===== config.mk =====
export PLATFORM = sky130hd
export DESIGN_NAME = dmem_arbiter
export DESIGN_NICKNAME = d
export VERILOG_FILES = /design/src/rtl/dmem_arbiter.sv
export SDC_FILE = /design/constraint.sdc
export NUM_CORES = 1
export LEC_CHECK = 0
export BUFFER_PORTS_ARGS = -buffer_cell sky130_fd_sc_hd__buf_2
export CAP_MARGIN = 0
export CELL_PAD_IN_SITES_DETAIL_PLACEMENT = 0
export CELL_PAD_IN_SITES_GLOBAL_PLACEMENT = 1
export CORE_ASPECT_RATIO = 1.1
export CORE_MARGIN = 4
export CORE_UTILIZATION = 39
export CTS_CLUSTER_SIZE = 40
export DETAILED_ROUTE_END_ITERATION = 16
export PLACE_DENSITY_LB_ADDON = 0.1
export SETUP_SLACK_MARGIN = 0.3
export SLEW_MARGIN = 20
export SYNTH_ARGS = -nofsm -noshare
export SYNTH_HDL_FRONTEND = slang
export SYNTH_SLANG_ARGS = --single-unit

===== constraint.sdc =====
create_clock -name clk -period 2.6 [get_ports clk]
set_input_delay 0.13 -clock clk [delete_from_list [all_inputs] [get_ports clk]]
set_output_delay 0.13 -clock clk [all_outputs]
set_load 0.05 [all_outputs]

===== src/rtl/dmem_arbiter.sv =====
// Two-master arbiter for the single data-memory port: CPU (master 0) and debug/loader (master 1).
// Each access is a registered grant (ACC) followed by a response (RSP) cycle.
module dmem_arbiter #(
  parameter int ADDR_W     = 7,
  parameter int DATA_W     = 32,
  parameter int CPU_PRIO   = 1,
  parameter int STARVE_MAX = 4
) (
  input  logic              clk,
  input  logic              rstn,
  input  logic              m0_req,
  input  logic              m0_we,
  input  logic [3:0]        m0_amp,
  input  logic [ADDR_W-1:0] m0_addr,
  input  logic [DATA_W-1:0] m0_wdata,
  output logic              m0_gnt,
  output logic              m0_rvalid,
  output logic [DATA_W-1:0] m0_rdata,
  output logic              cpu_stall,
  input  logic              m1_req,
  input  logic              m1_we,
  input  logic [3:0]        m1_amp,
  input  logic [ADDR_W-1:0] m1_addr,
  input  logic [DATA_W-1:0] m1_wdata,
  output logic              m1_gnt,
  output logic              m1_rvalid,
  output logic [DATA_W-1:0] m1_rdata,
  output logic              ram_we,
  output logic [3:0]        ram_amp,
  output logic [ADDR_W-1:0] ram_addr,
  output logic [DATA_W-1:0] ram_wd,
  input  logic [DATA_W-1:0] ram_rd
);

  typedef enum logic [1:0] {
    IDLE = 2'd0,
    ACC  = 2'd1,
    RSP  = 2'd2
  } state_t;

  localparam logic       PRIO_EN    = (CPU_PRIO != 0);
  localparam logic [3:0] STARVE_LIM = 4'(STARVE_MAX);

  state_t              state_r, state_s;
  logic                sel_r;          // 0 = master 0 owns the current access
  logic                last_winner_r;
  logic [3:0]          starve_r, starve_s;
  logic                win_s;
  logic                any_req_s;
  logic                arb_go_s;
  logic                cmd_we_r;
  logic [3:0]          cmd_amp_r;
  logic [ADDR_W-1:0]   cmd_addr_r;
  logic [DATA_W-1:0]   cmd_wdata_r;
  logic [DATA_W-1:0]   m0_rdata_r, m1_rdata_r;

  assign any_req_s = m0_req | m1_req;
  assign arb_go_s  = any_req_s & ((state_r == IDLE) | (state_r == RSP));

  // Arbitration: winner select and starvation counter update.
  always_comb begin
    win_s    = last_winner_r;
    starve_s = starve_r;
    if (m0_req && m1_req) begin
      if (!PRIO_EN) begin
        win_s    = ~last_winner_r;
        starve_s = 4'd0;
      end else if (starve_r >= STARVE_LIM) begin
        win_s    = 1'b1;
        starve_s = 4'd0;
      end else begin
        win_s    = 1'b0;
        starve_s = starve_r + 4'd1;
      end
    end else if (m1_req) begin
      win_s    = 1'b1;
      starve_s = 4'd0;
    end else if (m0_req) begin
      win_s    = 1'b0;
      starve_s = 4'd0;
    end else begin
      win_s    = last_winner_r;
      starve_s = starve_r;
    end
  end

  // Next-state logic; RSP chains straight into ACC when a request is waiting.
  always_comb begin
    state_s = state_r;
    case (state_r)
      IDLE:    state_s = any_req_s ? ACC : IDLE;
      ACC:     state_s = RSP;
      RSP:     state_s = any_req_s ? ACC : IDLE;
      default: state_s = IDLE;
    endcase
  end

  // State register.
  always_ff @(posedge clk or negedge rstn) begin
    if (!rstn) begin
      state_r <= IDLE;
    end else begin
      state_r <= state_s;
    end
  end

  // Command register and arbitration history, loaded on every arbitration.
  always_ff @(posedge clk or negedge rstn) begin
    if (!rstn) begin
      sel_r         <= 1'b0;
      last_winner_r <= 1'b1;
      starve_r      <= 4'd0;
      cmd_we_r      <= 1'b0;
      cmd_amp_r     <= 4'd0;
      cmd_addr_r    <= '0;
      cmd_wdata_r   <= '0;
    end else if (arb_go_s) begin
      sel_r         <= win_s;
      last_winner_r <= win_s;
      starve_r      <= starve_s;
      cmd_we_r      <= win_s ? m1_we    : m0_we;
      cmd_amp_r     <= win_s ? m1_amp   : m0_amp;
      cmd_addr_r    <= win_s ? m1_addr  : m0_addr;
      cmd_wdata_r   <= win_s ? m1_wdata : m0_wdata;
    end else begin
      sel_r         <= sel_r;
      last_winner_r <= last_winner_r;
      starve_r      <= starve_r;
      cmd_we_r      <= cmd_we_r;
      cmd_amp_r     <= cmd_amp_r;
      cmd_addr_r    <= cmd_addr_r;
      cmd_wdata_r   <= cmd_wdata_r;
    end
  end

  // Read-data capture at the end of ACC into the owning master's register.
  always_ff @(posedge clk or negedge rstn) begin
    if (!rstn) begin
      m0_rdata_r <= '0;
      m1_rdata_r <= '0;
    end else if (state_r == ACC) begin
      if (sel_r) begin
        m1_rdata_r <= ram_rd;
      end else begin
        m0_rdata_r <= ram_rd;
      end
    end else begin
      m0_rdata_r <= m0_rdata_r;
      m1_rdata_r <= m1_rdata_r;
    end
  end

  // Handshakes decode straight from registered state so reset clears them at once.
  assign m0_gnt    = (state_r == ACC) & ~sel_r;
  assign m1_gnt    = (state_r == ACC) &  sel_r;
  assign m0_rvalid = (state_r == RSP) & ~sel_r;
  assign m1_rvalid = (state_r == RSP) &  sel_r;
  assign m0_rdata  = m0_rdata_r;
  assign m1_rdata  = m1_rdata_r;
  assign cpu_stall = m0_req & ~m0_rvalid;

  assign ram_we   = cmd_we_r & (state_r == ACC);
  assign ram_amp  = cmd_amp_r;
  assign ram_addr = cmd_addr_r;
  assign ram_wd   = cmd_wdata_r;

endmodule


# Word-level counts from Yosys, hierarchy flattened
# Index checks and enable logic that the tools add are counted.
[op_classes]
n_eq_ne = 2
n_reduce_logical = 7
bitwise_logic = 11
order_cmp = 1
n_shift = 0
mux = 14
n_div = 0
multipliers = 0
addsub = 1
[op_table]
columns = ["op", "n"]
rows = [
  ["32-bit 2-to-1 mux", 1],
  ["4-bit 2-to-1 mux", 5],
  ["1-bit bitwise AND", 7],
  ["7-bit 2-to-1 mux", 1],
  ["1-bit 2-to-1 mux", 6],
  ["2-bit AND reduction", 3],
  ["4-bit by 1-bit adder with 4-bit output (second input constant)", 1],
  ["4-bit by 3-bit greater-or-equal comparator with 1-bit output (second input constant)", 1],
  ["2-bit case mux with 2 select lines", 1],
  ["3-bit nonzero test", 1],
  ["2-bit by 1-bit equality test with 1-bit output (second input constant)", 1],
  ["2-bit equality test (second input constant)", 1],
  ["2-bit zero test", 1],
  ["1-bit inverter", 2],
  ["1-bit bitwise OR", 2],
  ["2-bit OR reduction", 1],
  ["1-bit logical AND", 1],
]
[totals]
input_bits = 124
reg_bits = 116
mem_count = 0
ram_bits = 0
latch_bits = 0
out_inout_bits = 113
elab_cells = 46
romBits = 0

# Longest topological paths before layout
[depth]
ltp_word = 4
depth_mapped = 6
depth_no_buf = 4

# Worst setup path after synthesis
# No wires, ideal clock.
[synth_timing]
path_kind = "reg-to-output"
start = "reg sel_r"
end = "out cpu_stall"
t_arrival_ns = 2.182
t_required_ns = 2.470
stages_incl_launch_ff = 3
slack_ns = 0.288
path_cell_list = "dfrtp_1 > nor3b_1 > nor2b_1"
[synth_via]
elab_chain_cells = 4
[synth_lines]
columns = ["element", "line", "rtl"]
rows = [
  ["start: declaration", "45", "logic sel_r;"],
  ["start signal: assignment", "118", "sel_r <= win_s;"],
  ["start signal: assignment", "126", "sel_r <= sel_r;"],
  ["1-bit inverter (no source line)", "--", ""],
  ["1-bit bitwise AND", "156", "assign m0_rvalid = (state_r == RSP) & ~sel_r;"],
  ["named net m0_rvalid", "17", "output logic m0_rvalid,"],
  ["1-bit inverter", "160", "assign cpu_stall = m0_req & ~m0_rvalid;"],
  ["1-bit bitwise AND", "160", ""],
  ["end: declaration", "19", "output logic cpu_stall,"],
]
# The timed path passes the listed nets, and every way through them passes these cells.

# Final worst setup path
[layout_timing]
start = "reg starve_r[3]"
end = "reg cmd_wdata_r[0], in the netlist ram_wd[0]"
[layout_via]
elab_chain_cells = 4
[layout_lines]
columns = ["element", "line", "rtl"]
rows = [
  ["start: declaration", "47", "logic [3:0] starve_r, starve_s;"],
  ["start signal: assignment", "120", "starve_r <= starve_s;"],
  ["start signal: assignment", "128", "starve_r <= starve_r;"],
  ["4-bit by 3-bit greater-or-equal comparator with 1-bit output", "68", "end else if (starve_r >= STARVE_LIM) begin"],
  ["1-bit 2-to-1 mux", "68", ""],
  ["1-bit 2-to-1 mux", "64", "if (m0_req && m1_req) begin"],
  ["32-bit 2-to-1 mux", "124", "cmd_wdata_r <= win_s ? m1_wdata : m0_wdata;"],
  ["end signal: assignment", "124", ""],
  ["end signal: assignment", "132", "cmd_wdata_r <= cmd_wdata_r;"],
  ["end: declaration", "54", "logic [DATA_W-1:0] cmd_wdata_r;"],
]
# No other way between the ends.
# A chain may end at the register's enable or synchronous reset.

==> results.py <==
metrics = {
    "run_status": {
        "outcome": "finished, final reports clean",
    },
    "finish": {
        "finish.utilization": 0.636,
        "fill_cells": 1064,
        "antenna_cells": 0,
        "layout_common_cells": "buf_2 (235), dlygate4sd3_1 (119), dfrtp_1 (115)",
        "stdcell_count": 936,
        "area_growth_pct": 60.1,
        "fin_nets": 889,
        "final_common_cell": "buf_2",
        "drive_above_1_share": 0.467,
    },
    "detailed_routing": {
        "drc": 0,
        "drtAntennaViolNets": 0,
        "wl_um": 15500,
        "drt-initial-drc-count": 286,
        "vias": 4652,
        "drt-wirelength-per-cell_um": 16.5,
        "drt_first_pass_iters": 4,
        "viasPerCell": 4.97,
    },
    "clock_tree": {
        "clkLatencyLatePin_ns": 0.41,
        "ctsHtreeMaxLevel": 4,
        "cts.sinks": 116,
        "post_cts_buffers": 0,
        "tritoncts.num_buffers": 17,
        "path_clk_slew_ns": 0.05,
        "cts.path.max_buffers": 2,
        "tritoncts": "yes",
        "root_buffer": "clkbuf_16",
    },
    "worst_setup_path": {
        "cp-start-kind": "flip-flop",
        "worstPathArrival_ns": 2.47,
        "path_class": "reg -> reg",
        "worst-r2r-setup-slack_ns": 0.42,
        "crit_chain": "o21ai_4 > and2_2 > buf_4 > o211ai_1 > dlygate4sd3_1",
        "critPathCaptureType": "flip-flop",
        "slowest_stage": "dlygate4sd3_1",
        "rr_endpoint": "ram_wd[0]",
        "path_max_fanout": 15,
        "crit_end": "ram_wd[0]",
        "rr_worst_depth": 5,
        "timing.rr.start": "starve_r[3]",
        "critPathRequiredTime_ns": 2.89,
        "startpoint": "starve_r[3]",
        "critical-path-max-stage-delay_ns": 0.57,
    },
    "floorplan": {
        "coreArea_um2": 13200,
        "die-area_um2": 15400,
        "io_pins": 237,
        "chipHeight_um": 130,
        "die_x_um": 119,
        "start_util": 0.398,
        "rows": 44,
    },
    "timing": {
        "finalCritPeriodShare": 0.838,
        "slew_headroom": 0.449,
        "setup_viol": 0,
        "tightest_slew_ns": 0.823,
        "hold_violations": 0,
        "clock_skew_ns": 0.00604,
        "rsz0062_at_grt": "no",
        "setup_ws_ns": 0.421,
        "drv_slew": 0,
        "fmax_ghz": 0.459,
        "setup_tns_ns": 0,
        "period_needed_ns": 2.18,
    },
    "grt": {
        "grt_max_degree": 63,
        "grt_overflow_total": 0,
        "grt_pass1_vias": 4992,
        "grt_usage": 0.203,
        "grt_pass1_wl_um": 25000,
        "antenna_found_initial": 1,
    },
    "place": {
        "place_inst": 787,
        "gp_congestion": 0.778,
        "dp_hpwl_um": 9710,
        "dp_slack_ns": 0.752,
        "io_buffers": 236,
    },
    "yosys": {
        "synth_area_leaders": "dfrtp_1 (55%), o211ai_2 (9.1%), mux2_4 (8.3%), nand2_1 (6.3%), mux2_1 (5.8%)",
        "syn_inst": 415,
        "ys_seq_elements": 116,
        "synth_area_um2": 5250,
        "synth_area_leader_cell": "dfrtp_1",
        "synthesis.nets": 540,
        "yosysWarnings": 0,
        "ys_seq_area_frac": 0.553,
        "avgSynthCellArea_um2": 12.7,
        "netlist.area_leader.share": 0.548,
        "synth.distinct_cells": 29,
    },
    "power": {
        "total_power_mw": 9.83,
        "power_density_nw_per_um2": 1170,
        "comb_power_share": 0.464,
        "leakage_nw": 4.14,
        "clockPowerShare": 0.251,
        "switching_power_mw": 4.29,
        "p_int_mw": 5.54,
        "ir_worst_vdd_mv": 0.417,
        "switching_share": 0.436,
        "pwr-share-seq": 0.285,
    },
    "run": {
        "maxCapViolations": 0,
    },
    "worst_hold_path": {
        "hold_class": "in -> reg",
    },
}
==> logic make-up (layout without fill, tap and decap cells) <==
family | count (synthesis) | after routing | synth area share
AOI/OAI and AO/OA | 51 | 51 | 0.110
adders and majority gates | 1 | 1 | 0.00238
buffers and inverters | 37 | 397 | 0.0419
DFF | 116 | 116 | 0.553
muxes | 65 | 65 | 0.160
and+or+nand+nor | 145 | 145 | 0.132
==> synthesized netlist by cell type <==
cell type,number
and2b_1,1
mux2_2,9
a21oi_1,2
o21ai_2,1
and4b_1,1
nor3b_1,1
nand2_2,1
inv_1,1
buf_4,2
buf_2,11
ha_1,1
inv_2,1
mux2_4,29
mux2_1,27
o21bai_2,2
nor2_1,3
a22o_1,2
clkbuf_1,14
buf_6,8
nand4_1,44
o211ai_2,38
and2_1,3
nand2_1,88
nor2b_4,1
dfstp_2,1
nor2b_1,1
and3b_1,1
o211ai_1,6
dfrtp_1,115
==> routing by layer <==
layer | up-vias | track usage | share of wire | routed length [um]
met2 | 172 | 0.338 | 0.49 | 7540
met1 | 2267 | 0.251 | 0.43 | 6590
met5 | - | 0 | 0.00045 | 7
met4 | 2 | 0.0879 | 0.022 | 338
met3 | 24 | 0.0577 | 0.064 | 983
li1 | 2187 | - | - | -
==> power groups by stage <==
stage | registers (mW) | clock network, mW | logic (mW)
after global placement | 2.81 | 0 | 4.24
after floorplan | 5.00 | 0 | 1.04
after global routing | 2.89 | 2.62 | 4.78
final | 2.80 | 2.47 | 4.57
after CTS | 2.80 | 2.52 | 4.58
after detailed placement | 2.82 | 0 | 4.28
==> what timing repair did <==
action | in CTS | in global routing
setup endpoints to repair | 0 | 29
hold endpoints to repair | 159 | 0
resized for setup | 0 | 3
hold buffers | 119 | 0
==> state kept, by name (all words and copies together) (netlist names) <==
name	flops
last_winner_r	1
ram_addr	7
state_r	2
m1_rdata	32
starve_r	4
sel_r	1
m0_rdata	32
cmd_we_r	1
ram_amp	4
ram_wd	32
==> worst min path at each step <==
stage                     startpoint          end  slack [ns]  cells past startpoint
after global placement          rstn  m1_rdata[3]        0.24                      1
final                     m0_addr[3]  ram_addr[3]        0.02                      3
after global routing       m0_amp[1]   ram_amp[1]        0.02                      3
after CTS                 m0_addr[3]  ram_addr[3]       0.006                      3
after detailed placement        rstn  m1_rdata[3]        0.25                      1
after floorplan                 rstn     cmd_we_r       -0.17                      0
==> critical path: cells and delay by family, from the launching register on <==
family	cells	cell delay (ns)
DFF	1	0.42
buffers and inverters	2	0.89
AOI/OAI and AO/OA	2	0.29
and+or+nand+nor	1	0.46
==> cell type report <==
| class | count | area [um^2] | area share |
|---|---|---|---|
| sequential | 116 | 2900 | 0.345 |
| timing repair buffer | 365 | 2500 | 0.297 |
| multi-input combinational | 262 | 2160 | 0.257 |
| clock buffer | 21 | 480 | 0.0572 |
| tap | 161 | 201 | 0.0240 |
| clock inverter | 9 | 151 | 0.0180 |
| inverter | 2 | 10.0 | 0.00119 |
==> through the flow <==
stage / hold WS [ns] / cell area [um^2]
floorplan: -0.166 / 5260
global placement: 0.237 / 6580
detailed placement: 0.248 / 6580
CTS: 0.00635 / 8400
global route: 0.0201 / 8410
finish: 0.0244 / 8410
No activity file was read; power rests on OpenSTA's default activity.
